File: src/rtl/typing_pkg.sv
// -----------------------------------------------------------------------------
// typing_pkg
// Shared types and constants for the typing-tutor round sequencer.
//   state_t    : round FSM states
//   DIGIT_MAX  : largest displayable digit, used for score saturation and
//                target folding
//   LFSR_TAPS  : feedback taps of the 4-bit target LFSR (bits 3 and 2)
//   digit_of() : folds a 4-bit LFSR value (1..15) onto a decimal digit 0..9
// -----------------------------------------------------------------------------
package typing_pkg;

  typedef enum logic [1:0] {
    IDLE = 2'd0,
    LOAD = 2'd1,
    PLAY = 2'd2,
    DONE = 2'd3
  } state_t;

  localparam logic [3:0] DIGIT_MAX = 4'd9;
  localparam logic [3:0] LFSR_TAPS = 4'b1100;

  // Values 10..15 wrap onto 0..5 so every LFSR state names a keypad digit.
  function automatic logic [3:0] digit_of(input logic [3:0] value);
    logic [3:0] folded;
    folded = value;
    if (value > DIGIT_MAX) begin
      folded = value - 4'd10;
    end
    return folded;
  endfunction

endpackage : typing_pkg

File: src/rtl/lfsr4.sv
// -----------------------------------------------------------------------------
// lfsr4
// 4-bit Fibonacci LFSR, next = {q[2:0], q[3]^q[2]}, maximal period 15.
// Advances only when step is high, so the owner decides when a new target
// is drawn.
// Ports:
//   clk    in   system clock
//   rst_n  in   asynchronous active-low reset, loads SEED
//   step   in   advance one state this cycle
//   q      out  current LFSR state (never zero for a nonzero SEED)
// -----------------------------------------------------------------------------
module lfsr4
  import typing_pkg::*;
#(
  parameter logic [3:0] SEED = 4'b0001
) (
  input  logic       clk,
  input  logic       rst_n,
  input  logic       step,
  output logic [3:0] q
);

  logic feedback;

  assign feedback = ^(q & LFSR_TAPS);

  // NOTE: registers use non-blocking (<=) so every flop samples the
  // pre-edge values; blocking here would create ordering-dependent races.
  always_ff @(posedge clk or negedge rst_n) begin
    if (!rst_n) begin
      q <= SEED;
    end else if (step) begin
      q <= {q[2:0], feedback};
    end
  end

endmodule : lfsr4

File: src/rtl/typing_round_ctrl.sv
// -----------------------------------------------------------------------------
// typing_round_ctrl
// Round sequencer for the typing tutor: owns the target digit, the score and
// the seconds remaining, grades keypresses and feeds the four-digit display.
// Ports:
//   clk        in   system clock
//   rst_n      in   asynchronous active-low reset
//   start      in   pulse, begins a round from IDLE or DONE
//   tick_1hz   in   pulse, once per second
//   key_valid  in   pulse, key_code valid this cycle
//   key_code   in   pressed digit (10..15 always grade as a miss)
//   target     out  digit to type, 0..9 (display random_num_in)
//   score      out  hits, 0..9 (display score_in)
//   time_left  out  seconds remaining (display time_in)
//   hit        out  one-cycle pulse on a correct key
//   miss       out  one-cycle pulse on a wrong key
//   game_over  out  high while the round is finished
// All outputs come straight from flops or from flops through the target fold;
// no input has a combinational path to an output.
// -----------------------------------------------------------------------------
module typing_round_ctrl
  import typing_pkg::*;
#(
  parameter int         GAME_SECONDS = 15,
  parameter logic [3:0] LFSR_SEED    = 4'b0001
) (
  input  logic       clk,
  input  logic       rst_n,
  input  logic       start,
  input  logic       tick_1hz,
  input  logic       key_valid,
  input  logic [3:0] key_code,
  output logic [3:0] target,
  output logic [3:0] score,
  output logic [3:0] time_left,
  output logic       hit,
  output logic       miss,
  output logic       game_over
);

  localparam logic [3:0] ROUND_TIME = 4'(GAME_SECONDS);

  state_t     state;
  state_t     state_nxt;
  logic [3:0] lfsr_q;
  logic       key_match;
  logic       lfsr_step;
  logic       final_tick;

  // ---------------------------------------------------------------------------
  // Target generation: a new digit is drawn at round start and after each hit.
  // ---------------------------------------------------------------------------
  lfsr4 #(
    .SEED (LFSR_SEED)
  ) u_lfsr (
    .clk   (clk),
    .rst_n (rst_n),
    .step  (lfsr_step),
    .q     (lfsr_q)
  );

  assign target     = digit_of(lfsr_q);
  assign key_match  = (key_code == target);
  assign lfsr_step  = (state == LOAD) || ((state == PLAY) && key_valid && key_match);
  assign final_tick = (state == PLAY) && tick_1hz && (time_left == 4'd1);
  assign game_over  = (state == DONE);

  // ---------------------------------------------------------------------------
  // Next-state logic
  // ---------------------------------------------------------------------------
  // NOTE: state_nxt is assigned a default before the case so no path leaves
  // it unassigned, which would otherwise infer a latch.
  always_comb begin
    state_nxt = state;
    case (state)
      IDLE: if (start) state_nxt = LOAD;
      LOAD: state_nxt = PLAY;
      PLAY: if (final_tick) state_nxt = DONE;
      DONE: if (start) state_nxt = LOAD;
      default: state_nxt = IDLE;
    endcase
  end

  // ---------------------------------------------------------------------------
  // State, score, timer and grading pulses
  // ---------------------------------------------------------------------------
  always_ff @(posedge clk or negedge rst_n) begin
    if (!rst_n) begin
      state     <= IDLE;
      score     <= 4'd0;
      time_left <= ROUND_TIME;
      hit       <= 1'b0;
      miss      <= 1'b0;
    end else begin
      state <= state_nxt;
      hit   <= 1'b0;
      miss  <= 1'b0;

      case (state)
        LOAD: begin
          score     <= 4'd0;
          time_left <= ROUND_TIME;
        end

        PLAY: begin
          // A key and a tick in the same cycle both take effect, including
          // the final tick: the key is graded while the FSM moves to DONE.
          if (key_valid) begin
            if (key_match) begin
              hit <= 1'b1;
              if (score < DIGIT_MAX) begin
                score <= score + 4'd1;
              end
            end else begin
              miss <= 1'b1;
              if (score != 4'd0) begin
                score <= score - 4'd1;
              end
            end
          end
          if (tick_1hz) begin
            time_left <= time_left - 4'd1;
          end
        end

        // IDLE and DONE freeze the round values; keys and ticks are dropped,
        // and a start in DONE wins over a simultaneous key.
        default: ;
      endcase
    end
  end

endmodule : typing_round_ctrl

File: config.mk
export PLATFORM = sky130hd
export DESIGN_NAME = typing_round_ctrl
export DESIGN_NICKNAME = d
export VERILOG_FILES = /design/src/rtl/typing_pkg.sv /design/src/rtl/lfsr4.sv /design/src/rtl/typing_round_ctrl.sv
export SDC_FILE = /design/constraint.sdc
export NUM_CORES = 1
export LEC_CHECK = 0
export ABC_CLOCK_PERIOD_IN_PS = 2300
export BUFFER_PORTS_ARGS = -buffer_cell sky130_fd_sc_hd__buf_4
export CORE_MARGIN = 4
export CORE_UTILIZATION = 40
export DETAILED_ROUTE_END_ITERATION = 12
export HOLD_SLACK_MARGIN = 0.08
export PLACE_DENSITY = 0.71
export SLEW_MARGIN = 20
export SYNTH_ARGS = -nofsm -noshare
export SYNTH_HDL_FRONTEND = slang
export SYNTH_HIERARCHICAL = 1
export SYNTH_SLANG_ARGS = --single-unit
File: constraint.sdc
create_clock -name clk -period 2.3 [get_ports clk]
set_input_delay 0.115 -clock clk [delete_from_list [all_inputs] [get_ports clk]]
set_output_delay 0.115 -clock clk [all_outputs]
set_load 0.03 [all_outputs]
==> impl_metrics.toml, run 1 <==
[timing]
slew_viol_final = 0
final_critical_path_setup_slack_ps = -32.3
grt_setup_unrepaired = "true"
fmaxAchievable_mhz = 429
timing.slew.headroom_pct = 76.5
worst_slew_pin_slew_ps = 353
finalHoldViolations = 0
final_period_minus_worst_setup_slack_ps = 2330
setup_viol = 1
min_period_over_period_pct = 101
fin_worst_skew_ps = 2.34
final.hold.worst_slack_ps = 189

[clocking]
cts_inserted_buffers = 3
clk_pin_slew_ps = 90
cts.root.buffer_cell = "sky130_fd_sc_hd__clkbuf_4"
cts_htree_levels = 1
cts_sinks = 16
tritoncts_clock_tree = "built"
clockBufferDepth = 2
clk-insertion-delay-late_ps = 280

[setup_path]
timing.critical_path.arrival_ps = 2510
path_buf_inv = 3
worst_path_max_delay_cell = "sky130_fd_sc_hd__fa_2"
crit_path_end_kind = "register"
worst_r2r_startpoint = "u_lfsr/q[1]"
crit_path_start_kind = "register"
cp_slowest_stage_delay_ps = 530
path_cells = "inv_4 > ha_4 > and3_4 > o21ai_2 > a21oi_2 > o211ai_4 > buf_12 > clkinv_8 > fa_2 > nor3_2 > a32o_1"
setup.worst_path.start = "u_lfsr/q[1]"
criticalPathCategory = "reg -> reg"
critPathRequiredTime_ps = 2480
crit_family = "compound AO/OA/AOI/OAI gates"
worstPathMaxFanout = 4

[yosys]
yosys.cell_types.count = 36
syn_avg_cell_area_sq_um = 9.26
ys_warn_count = 6
combinational_family_with_the_most_area_after_synthesis = "compound AO/OA/AOI/OAI gates"
post_synth_and_or_nand_nor_area_fraction_pct = 16.6
synth_fp_nets = 145
synth.yosys.seq_area_share_pct = 34.8
post_synth_mux_area_share_pct = 10.3
synth-adder-area-share_pct = 11.4
ys_ff_latch = 16
synthesis.area_sq_um = 1170
synth_compound_gate_area_share_pct = 16.7
synth_xor_area_share_pct = 4.50
postSynthCellCount = 126

[power]
swShare_pct = 46.1
fin_total_pwr_uw = 2190
seq_power_share_pct = 22.7
power.leakage_uw = 0.000763
part_of_the_total_power_dissipated_in_the_clock_network_pct = 8.4
power_density_nw_per_um2 = 1350
internal_power_uw = 1180
vdd_ir_drop_max_mv = 1.06
comb_power_share_pct = 68.9
switching_power_uw = 1010

[placed_design]
gp_congestion = 0.867
place.detailed.hpwl_mm = 2.06
port_buffers = 23
placed_area_sq_um = 1440

[die]
die_w_um = 62.0
total_number_of_placement_rows = 19
start_util_pct = 42.0
die-height_um = 62.0
dieArea_sq_um = 3850
pin_count = 24
core_box_area_sq_um = 2780

[detailed_routing]
total_wirelength_of_the_detailed_routed_design_mm = 2.71
drt_pass1_iterations = 4
drt-vias-per-instance = 5.18
drtAntennaViolNets = 0
drcViolationCount = 0
initialDrtViolationCount = 39
vias = 1025
routed_wire_length_per_instance_um = 13.7

[final_layout]
n_fill_cell = 257
n_antenna_cell = 0
num-nets-final = 187
drive_above_1_share_pct = 42.5
finish.utilization_pct = 58.4
area_growth_pct = 39.2
layout.cells.most_common = "sky130_fd_sc_hd__buf_4"
mostFrequentLayoutCells = "sky130_fd_sc_hd__buf_4, sky130_fd_sc_hd__nor2_1, sky130_fd_sc_hd__inv_1"
finalInstanceArea_sq_um = 1630

[global_route]
grt_first_pass_wirelength_mm = 4.69
grt_remaining_overflow = 0
pin_count_of_the_biggest_net_entering_global_routing = 17
grt_pass1_vias = 1069
grtUsageTotal_pct = 16.4
initial_antenna_violation_count = 0

[hold_path]
tightest_hold_check_type = "in -> reg"
hold_start = "start"

[outcome]
outcome = "finished with violations"
violated_checks = "setup timing"

[run]
number_of_max_cap_violations = 0
[cell families after synthesis]
| logic type | after synthesis |
|---|---|
| simple gates | 42 |
| compound gates | 26 |
| flops | 16 |
| buf+inv | 15 |
| mux | 11 |
| xor+xnor | 6 |
| fa+ha+maj | 10 |
[flip-flops by register name, summed over array words and instances (netlist names)]
name,count
score,4
time_left,4
u_lfsr/q,4
state,2
hit,1
miss,1
[power by group through the flow]
stage	Clock [uW]	Combinational, uW	Sequential, uW
CTS	195	1480	496
finish	185	1510	497
floorplan	0	915	565
global placement	0	1320	487
global route	209	1640	515
detailed placement	0	1360	495
[stage by stage]
step,setup TNS (ps),instances,setup WS (ps)
2_1_floorplan,-65.3,126,-65.3
3_3_place_gp,0,184,14.3
3_5_place_dp,-67.7,184,-67.7
4_1_cts,-2.42,196,-2.42
5_1_grt,-483,198,-188
6_report,-32.3,198,-32.3
[cell type report]
type                    count  area, sq um  share of cell area [%]
multi-input cells          95          763                    47.0
flip-flops and latches     16          409                    25.2
repair buffers             39          314                    19.3
inverters                  13         63.8                    3.93
well taps                  31         38.8                    2.39
clock buffers               4         36.3                    2.23
[path summary, 6_finish.rpt]
kind                                     end  slack [ps]  cells past startpoint
worst max-delay path                score[1]         -30                     11
worst min-delay path                state[1]         190                      4
worst max register to register      score[1]         -30                     11
worst min register to register  time_left[1]         530                      2
max in group asynchronous       time_left[3]        1840                      2
min in group asynchronous           state[1]         210                      2
[repair_timing]
item | 4_1_cts | 5_1_grt
setup buffers | 6 | 2
hold endpoints to repair | 18 | 0
pin swaps | 9 | 3
resized for setup | 7 | 8
hold buffers | 2 | 0
endpoints found under the setup margin | 1 | 7
[tightest hold or removal path, stage by stage]
cell                      delay [ps]
sky130_fd_sc_hd__buf_4           110
sky130_fd_sc_hd__inv_1            60
sky130_fd_sc_hd__o21ai_0          80
sky130_fd_sc_hd__o21ai_0          80
[synth_stat cells]
cell type                  number  share of area (%)
sky130_fd_sc_hd__a221oi_2       1                1.3
sky130_fd_sc_hd__xor2_1         1               0.75
sky130_fd_sc_hd__clkbuf_1       1               0.32
sky130_fd_sc_hd__a311oi_2       1                1.3
sky130_fd_sc_hd__and3_1         2                1.1
sky130_fd_sc_hd__mux2i_1        6                5.1
sky130_fd_sc_hd__a31oi_1        2                1.1
sky130_fd_sc_hd__o21ai_1        1               0.43
sky130_fd_sc_hd__ha_1           9                9.6
sky130_fd_sc_hd__o31a_1         1               0.75
sky130_fd_sc_hd__o21ai_0        4                1.7
sky130_fd_sc_hd__nand2b_1       1               0.54
sky130_fd_sc_hd__xnor2_1        5                3.8
sky130_fd_sc_hd__a21oi_1        8                3.4
sky130_fd_sc_hd__nand3_1        3                1.3
sky130_fd_sc_hd__a32o_1         1               0.86
sky130_fd_sc_hd__or2_2          1               0.54
sky130_fd_sc_hd__buf_6          1               0.96
sky130_fd_sc_hd__a21o_1         3                1.9
sky130_fd_sc_hd__mux2_4         1                1.3
sky130_fd_sc_hd__nor3b_1        1               0.64
sky130_fd_sc_hd__o221ai_1       1               0.75
sky130_fd_sc_hd__nor3_1         5                2.1
sky130_fd_sc_hd__fa_1           1                1.7
sky130_fd_sc_hd__inv_4          1               0.54
sky130_fd_sc_hd__nand2_1        8                2.6
sky130_fd_sc_hd__nand4b_1       1               0.75
sky130_fd_sc_hd__inv_1         12                3.9
sky130_fd_sc_hd__o211ai_4       1                1.8
sky130_fd_sc_hd__o21a_1         1               0.64
sky130_fd_sc_hd__dfrtp_1       11                 24
sky130_fd_sc_hd__dfstp_2        5                 11
sky130_fd_sc_hd__mux2_2         4                3.9
sky130_fd_sc_hd__nor2_1        18                5.8
sky130_fd_sc_hd__nand3b_1       2                1.3
sky130_fd_sc_hd__a21oi_2        1               0.75
[layer usage]
metal | vias to the layer above | routed length, um | global-route usage (%)
met3 | 5 | 111 | 2.89
met1 | 484 | 1210 | 20.2
met4 | 0 | 43 | 8.79
li1 | 518 | - | -
met5 | - | 0 | 0
met2 | 18 | 1350 | 27.2
Power figures use the tool's default switching activity.
==> run 2: changes to the inputs <==
--- a/config.mk
+++ b/config.mk
@@ -5,8 +5,10 @@
 export SDC_FILE = /design/constraint.sdc
 export NUM_CORES = 1
 export LEC_CHECK = 0
+export ABC_AREA = 1
 export ABC_CLOCK_PERIOD_IN_PS = 2300
 export BUFFER_PORTS_ARGS = -buffer_cell sky130_fd_sc_hd__buf_4
+export CORE_ASPECT_RATIO = 0.5
 export CORE_MARGIN = 4
 export CORE_UTILIZATION = 40
 export DETAILED_ROUTE_END_ITERATION = 12
==> run 2 against run 1 <==
  * The run now ends clean
  * Power fell by 39%
  * Sequential share of layout area rose by 2.1 points
  * Combinational power fell by 54%
  * Critical path type unchanged
==> impl_metrics.toml, run 2 <==
[outcome]
outcome = "finished clean"

[power]
vdd_ir_drop_max_mv = 0.493
fin_total_pwr_uw = 1340
power_density_nw_per_um2 = 900
power.leakage_uw = 0.000801

[timing]
finalHoldViolations = 0
timing.slew.headroom_pct = 80.2
worst_slew_pin_slew_ps = 294
fin_tns_setup_ps = 0
slew_viol_final = 0
final.hold.worst_slack_ps = 113
setup_viol = 0
final_period_minus_worst_setup_slack_ps = 2090
min_period_over_period_pct = 91.0
fin_worst_skew_ps = 2.06
fmaxAchievable_mhz = 478

[die]
pin_count = 24
total_number_of_placement_rows = 13
core_box_area_sq_um = 2650
die-height_um = 45.8
dieArea_sq_um = 3830
start_util_pct = 43.1
die_w_um = 83.6

[yosys]
fraction_of_post_synthesis_cell_area_in_the_top_cell_type_by_area_pct = 24.1
ys_dominant_reg_cell = "sky130_fd_sc_hd__dfrtp_1"
synth_fp_nets = 168
synth.most_common_cell = "sky130_fd_sc_hd__nand2_1"
synth.top_cells.by_count = "sky130_fd_sc_hd__nand2_1, sky130_fd_sc_hd__inv_1, sky130_fd_sc_hd__nor2_1"
synth.yosys.seq_area_share_pct = 35.6
syn_avg_cell_area_sq_um = 7.67
post_synth_main_area_contributors = "sky130_fd_sc_hd__dfrtp_1, sky130_fd_sc_hd__dfstp_2, sky130_fd_sc_hd__nand2_1"
async_reset_ff_share_pct = 100
yosys.area.top_type = "sky130_fd_sc_hd__dfrtp_1"
synth-edff-count = 0
yosys.cell_types.count = 25
ys_ff_latch = 16
ys_warn_count = 6
postSynthCellCount = 149
synthesis.area_sq_um = 1140

[detailed_routing]
met1_length_mm = 1.13
initialDrtViolationCount = 55
drcViolationCount = 0
routed_wire_length_per_instance_um = 10.9
drtAntennaViolNets = 0
wl_met2_mm = 1.15
met3RoutedLength_um = 100
route.top_layer_used = "met4"
drt-vias-per-instance = 4.74
drt_pass1_iterations = 4
total_wirelength_of_the_detailed_routed_design_mm = 2.39
vias = 1037

[final_layout]
area_growth_pct = 30.6
n_fill_cell = 259
n_antenna_cell = 0
layout.cells.most_common = "sky130_fd_sc_hd__nand2_1"
finish.utilization_pct = 56.3
num-nets-final = 202
reg.largest.list = "score x4, time_left x4, u_lfsr/q x4"
drive_above_1_share_pct = 29.1
mostFrequentLayoutCells = "sky130_fd_sc_hd__nand2_1, sky130_fd_sc_hd__inv_1, sky130_fd_sc_hd__buf_4"

[global_route]
grtUsageTotal_pct = 13.7
grt_remaining_overflow = 0
pin_count_of_the_biggest_net_entering_global_routing = 17
initial_antenna_violation_count = 0
grt_first_pass_wirelength_mm = 4.19
grt_pass1_vias = 941

[hold_path]
whs_path_depth = 3
worst_hold_path.endpoint = "miss"
hold_start = "key_valid"
tightest_hold_check_type = "in -> reg"

[setup_path]
timing.critical_path.arrival_ps = 2280
crit_path_end_kind = "register"
worst_r2r_startpoint = "u_lfsr/q[2]"
crit_path_start_kind = "register"
critPathRequiredTime_ps = 2490
r2r_slack_ps = 210
ff2ff_path_depth = 15
timing.rr.end = "score[3]"
criticalPathCategory = "reg -> reg"
worstPathMaxFanout = 4

[clocking]
cts.root.buffer_cell = "sky130_fd_sc_hd__clkbuf_8"
cts_sinks = 16
cts_inserted_buffers = 3
cts_htree_levels = 1
clk_pin_slew_ps = 60
clockBufferDepth = 2
clk-insertion-delay-late_ps = 250
tritoncts_clock_tree = "built"

[run]
number_of_max_cap_violations = 0

[placed_design]
gp_congestion = 0.858
place.detailed.hpwl_mm = 1.93
port_buffers = 23
run 2: changes by cell type after synthesis, sizes merged, moves of 6 or more:
cell,before,now
nand3,3,12
inv,13,29
nand2,8,39
mux2i,6,0
o21ai,5,11
run 2: metrics by stage:
stage          area (sq um)  instances  setup slack, ps
2_1_floorplan          1140        149              153
3_3_place_gp           1380        211              112
3_5_place_dp           1380        211            0.275
4_1_cts                1460        218             61.1
5_1_grt                1490        219            -30.2
6_report               1490        219              207
run 2: timing repair:
item                                   in CTS  in global routing
pin swaps                                   0                  1
hold buffers                                1                  0
buffers inserted                            2                  1
endpoints found under the hold margin      16                  0
setup endpoints to repair                   1                  1
gates resized for setup                     0                  3
run 2: worst max-delay path, stage by stage, from the launching register on:
cell and delay, ps:
sky130_fd_sc_hd__dfrtp_1 340, sky130_fd_sc_hd__inv_1 100, sky130_fd_sc_hd__ha_4 280, sky130_fd_sc_hd__nand2_2 70, sky130_fd_sc_hd__nand3_2 100, sky130_fd_sc_hd__nand2_2 60
sky130_fd_sc_hd__nor2_4 130, sky130_fd_sc_hd__nand3_4 100, sky130_fd_sc_hd__ha_4 240, sky130_fd_sc_hd__nand2_1 60, sky130_fd_sc_hd__nand2_1 40, sky130_fd_sc_hd__a31oi_1 180
sky130_fd_sc_hd__inv_1 60, sky130_fd_sc_hd__a21oi_1 140, sky130_fd_sc_hd__nand3_1 80, sky130_fd_sc_hd__nand2_1 60
run 2: area by class of cell:
class                           instances  area, sq um  share of cell area, %
Clock buffer                            4         55.1                   3.69
Inverter                               29          109                   7.30
Multi-Input combinational cell        104          654                   43.9
Sequential cell                        16          407                   27.3
Tap cell                               37         46.3                   3.10
Timing Repair Buffer                   29          220                   14.8
run 2: how the worst max path moves through the flow:
stage                           start       end  cells past startpoint
after floorplan           u_lfsr/q[1]  score[3]                     15
after global placement    u_lfsr/q[1]  score[3]                     15
after detailed placement  u_lfsr/q[1]  score[3]                     15
after CTS                 u_lfsr/q[2]  score[3]                     14
after global routing      u_lfsr/q[2]  score[3]                     15
final                     u_lfsr/q[2]  score[3]                     15
run 2: power breakdown:
| group | switching, uW | total, uW | internal, uW |
|---|---|---|---|
| clock | 94.3 | 246 | 152 |
| combinational | 436 | 696 | 260 |
| sequential | 58.3 | 401 | 343 |
| total | 589 | 1340 | 754 |
run 2: cell families (layout without fill, tap and decap cells):
kind of cell	Yosys count	count (layout)	synth area share, %
AO/OA/AOI/OAI	21	21	9.97
adder cells (fa/ha/maj)	10	10	11.6
buffers and inverters	29	62	9.53
XOR/XNOR	2	2	1.53
AND/OR/NAND/NOR	71	71	31.8
flip-flops	16	16	35.6
run 2: per-layer routing:
layer	track usage [%]	vias to the layer above
li1	-	542
met1	18.6	469
met2	22.1	24
met3	3.79	2
met4	2.88	0
met5	0	-
==> run 3: changes to the inputs <==
--- a/config.mk
+++ b/config.mk
@@ -5,14 +5,12 @@
 export SDC_FILE = /design/constraint.sdc
 export NUM_CORES = 1
 export LEC_CHECK = 0
-export ABC_AREA = 1
 export ABC_CLOCK_PERIOD_IN_PS = 2300
 export BUFFER_PORTS_ARGS = -buffer_cell sky130_fd_sc_hd__buf_4
 export CORE_ASPECT_RATIO = 0.5
 export CORE_MARGIN = 4
 export CORE_UTILIZATION = 40
 export DETAILED_ROUTE_END_ITERATION = 12
-export HOLD_SLACK_MARGIN = 0.08
 export PLACE_DENSITY = 0.71
 export SLEW_MARGIN = 20
 export SYNTH_ARGS = -nofsm -noshare
==> run 3 against run 2 <==
  * The run now ends with setup timing left
  * Power up 57%
  * Largest power group unchanged
  * Worst hold slack worse by 53 ps
  * Design area up 3.9%
  * Cell count down 9.6%
  * Maximum frequency down 9.5%
  * Highest routed layer unchanged
==> impl_metrics.toml, run 3 (synthesized netlist as in run 1, its figures left out) <==
[detailed_routing]
routed_wire_length_per_instance_um = 13.0
vias = 999
drtAntennaViolNets = 0
total_wirelength_of_the_detailed_routed_design_mm = 2.57
drt_pass1_iterations = 4
drt-vias-per-instance = 5.05
drcViolationCount = 0
initialDrtViolationCount = 42

[timing]
fin_worst_skew_ps = 5.24
final_period_minus_worst_setup_slack_ps = 2310
min_period_over_period_pct = 101
timing.slew.headroom_pct = 78.5
setup_viol = 1
fmaxAchievable_mhz = 432
final_critical_path_setup_slack_ps = -13.7
slew_viol_final = 0
worst_slew_pin_slew_ps = 320
finalHoldViolations = 0
grt_setup_unrepaired = "true"

[clocking]
clk_pin_slew_ps = 60
cts_setup_buffers = 0
clockBufferDepth = 2
cts_inserted_buffers = 3
clk-insertion-delay-late_ps = 250
tritoncts_clock_tree = "built"
cts_htree_levels = 1
cts.root.buffer_cell = "sky130_fd_sc_hd__clkbuf_8"
cts_sinks = 16

[placed_design]
detailedPlace.worstSlack_ps = -44.9
place.detailed.hpwl_mm = 1.96
port_buffers = 23
gp_congestion = 0.821

[final_layout]
mostFrequentLayoutCells = "sky130_fd_sc_hd__buf_4, sky130_fd_sc_hd__nor2_1, sky130_fd_sc_hd__inv_1"
multi_input_comb_area_sq_um = 747
layout.cells.most_common = "sky130_fd_sc_hd__buf_4"
drive_above_1_share_pct = 37.9
area_growth_pct = 32.7
regArea_sq_um = 409
finish.utilization_pct = 57.7
n_fill_cell = 242
n_antenna_cell = 0
num-nets-final = 181
reg.largest.list = "score x4, time_left x4, u_lfsr/q x4"

[power]
fin_total_pwr_uw = 2100
power.leakage_uw = 0.000730
power_density_nw_per_um2 = 1360
vdd_ir_drop_max_mv = 0.649

[setup_path]
criticalPathCategory = "reg -> reg"
critPathRequiredTime_ps = 2450
crit_path_end_kind = "register"
crit_path_start_kind = "register"
timing.critical_path.arrival_ps = 2470
worstPathMaxFanout = 5

[outcome]
outcome = "finished with violations"
violated_checks = "setup timing"

[hold_path]
tightest_hold_check_type = "in -> reg"

[global_route]
pin_count_of_the_biggest_net_entering_global_routing = 17
initial_antenna_violation_count = 0
grtUsageTotal_pct = 13.4
grt_first_pass_wirelength_mm = 4.12
grt_pass1_vias = 898
grt_remaining_overflow = 0

[die]
total_number_of_placement_rows = 13
start_util_pct = 43.5
core_box_area_sq_um = 2680
dieArea_sq_um = 3900
die-height_um = 46.2
die_w_um = 84.4
pin_count = 24

[run]
number_of_max_cap_violations = 0
-- run 3: cell type report --
type / instances / area share (%)
inverters: 13 / 3.31
clock buffers: 4 / 2.91
flip-flops and latches: 16 / 26.4
multi-input cells: 95 / 48.2
well taps: 37 / 2.99
repair buffers: 33 / 16.2
-- run 3: path summary, 6_finish.rpt --
check / from / to / slack (ps) / cells after the start
setup / recovery: u_lfsr/q[1] / score[3] / -10 / 12
hold / removal: tick_1hz / time_left[1] / 60 / 2
setup reg to reg: u_lfsr/q[1] / score[3] / -10 / 12
hold reg to reg: u_lfsr/q[0] / u_lfsr/q[0] / 530 / 2
max in group asynchronous: rst_n / u_lfsr/q[0] / 1770 / 2
min in group asynchronous: rst_n / score[0] / 280 / 2
-- run 3: per-stage QoR --
step           TNS, ps  cell area, sq um  std cells  hold WS [ps]
3_3_place_gp         0              1470        193         -14.2
2_1_floorplan    -65.3              1200        126          -181
3_5_place_dp     -44.9              1470        193         -12.9
6_report         -13.7              1550        198          60.0
5_1_grt           -145              1550        198          76.0
4_1_cts          -9.40              1530        198          59.8
-- run 3: worst max-delay path, cell delays in order, from the launching register on --
cell and delay [ps]:
sky130_fd_sc_hd__dfrtp_2 360, sky130_fd_sc_hd__inv_2 50, sky130_fd_sc_hd__ha_4 160, sky130_fd_sc_hd__and3_1 180
sky130_fd_sc_hd__o21ai_2 140, sky130_fd_sc_hd__a21oi_2 100, sky130_fd_sc_hd__o211ai_4 290, sky130_fd_sc_hd__ha_4 250
sky130_fd_sc_hd__a21o_1 170, sky130_fd_sc_hd__a21o_1 190, sky130_fd_sc_hd__nand2_1 80, sky130_fd_sc_hd__mux2i_1 70
sky130_fd_sc_hd__o221ai_1 190
-- run 3: power by group --
group / switching, uW / internal [uW] / leakage, uW
clock network: 92.7 / 123 / 0.0000228
registers: 103 / 387 / 0.000189
logic: 768 / 631 / 0.000518
total: 964 / 1140 / 0.000730
-- run 3: layer usage --
layer | vias to the layer above | wire [um] | share of wire (%) | global-route usage, %
li1 | 505 | - | - | -
met1 | 471 | 1170 | 45 | 17.2
met2 | 21 | 1280 | 50 | 24.0
met3 | 2 | 108 | 4.2 | 2.86
met4 | 0 | 17 | 0.66 | 3.15
met5 | - | 0 | 0 | 0
-- run 3: timing repair --
item	in CTS	in global routing
hold endpoints to repair	16	0
pin swaps	4	0
setup endpoints to repair	1	4
hold buffers	1	0
resized for setup	3	3
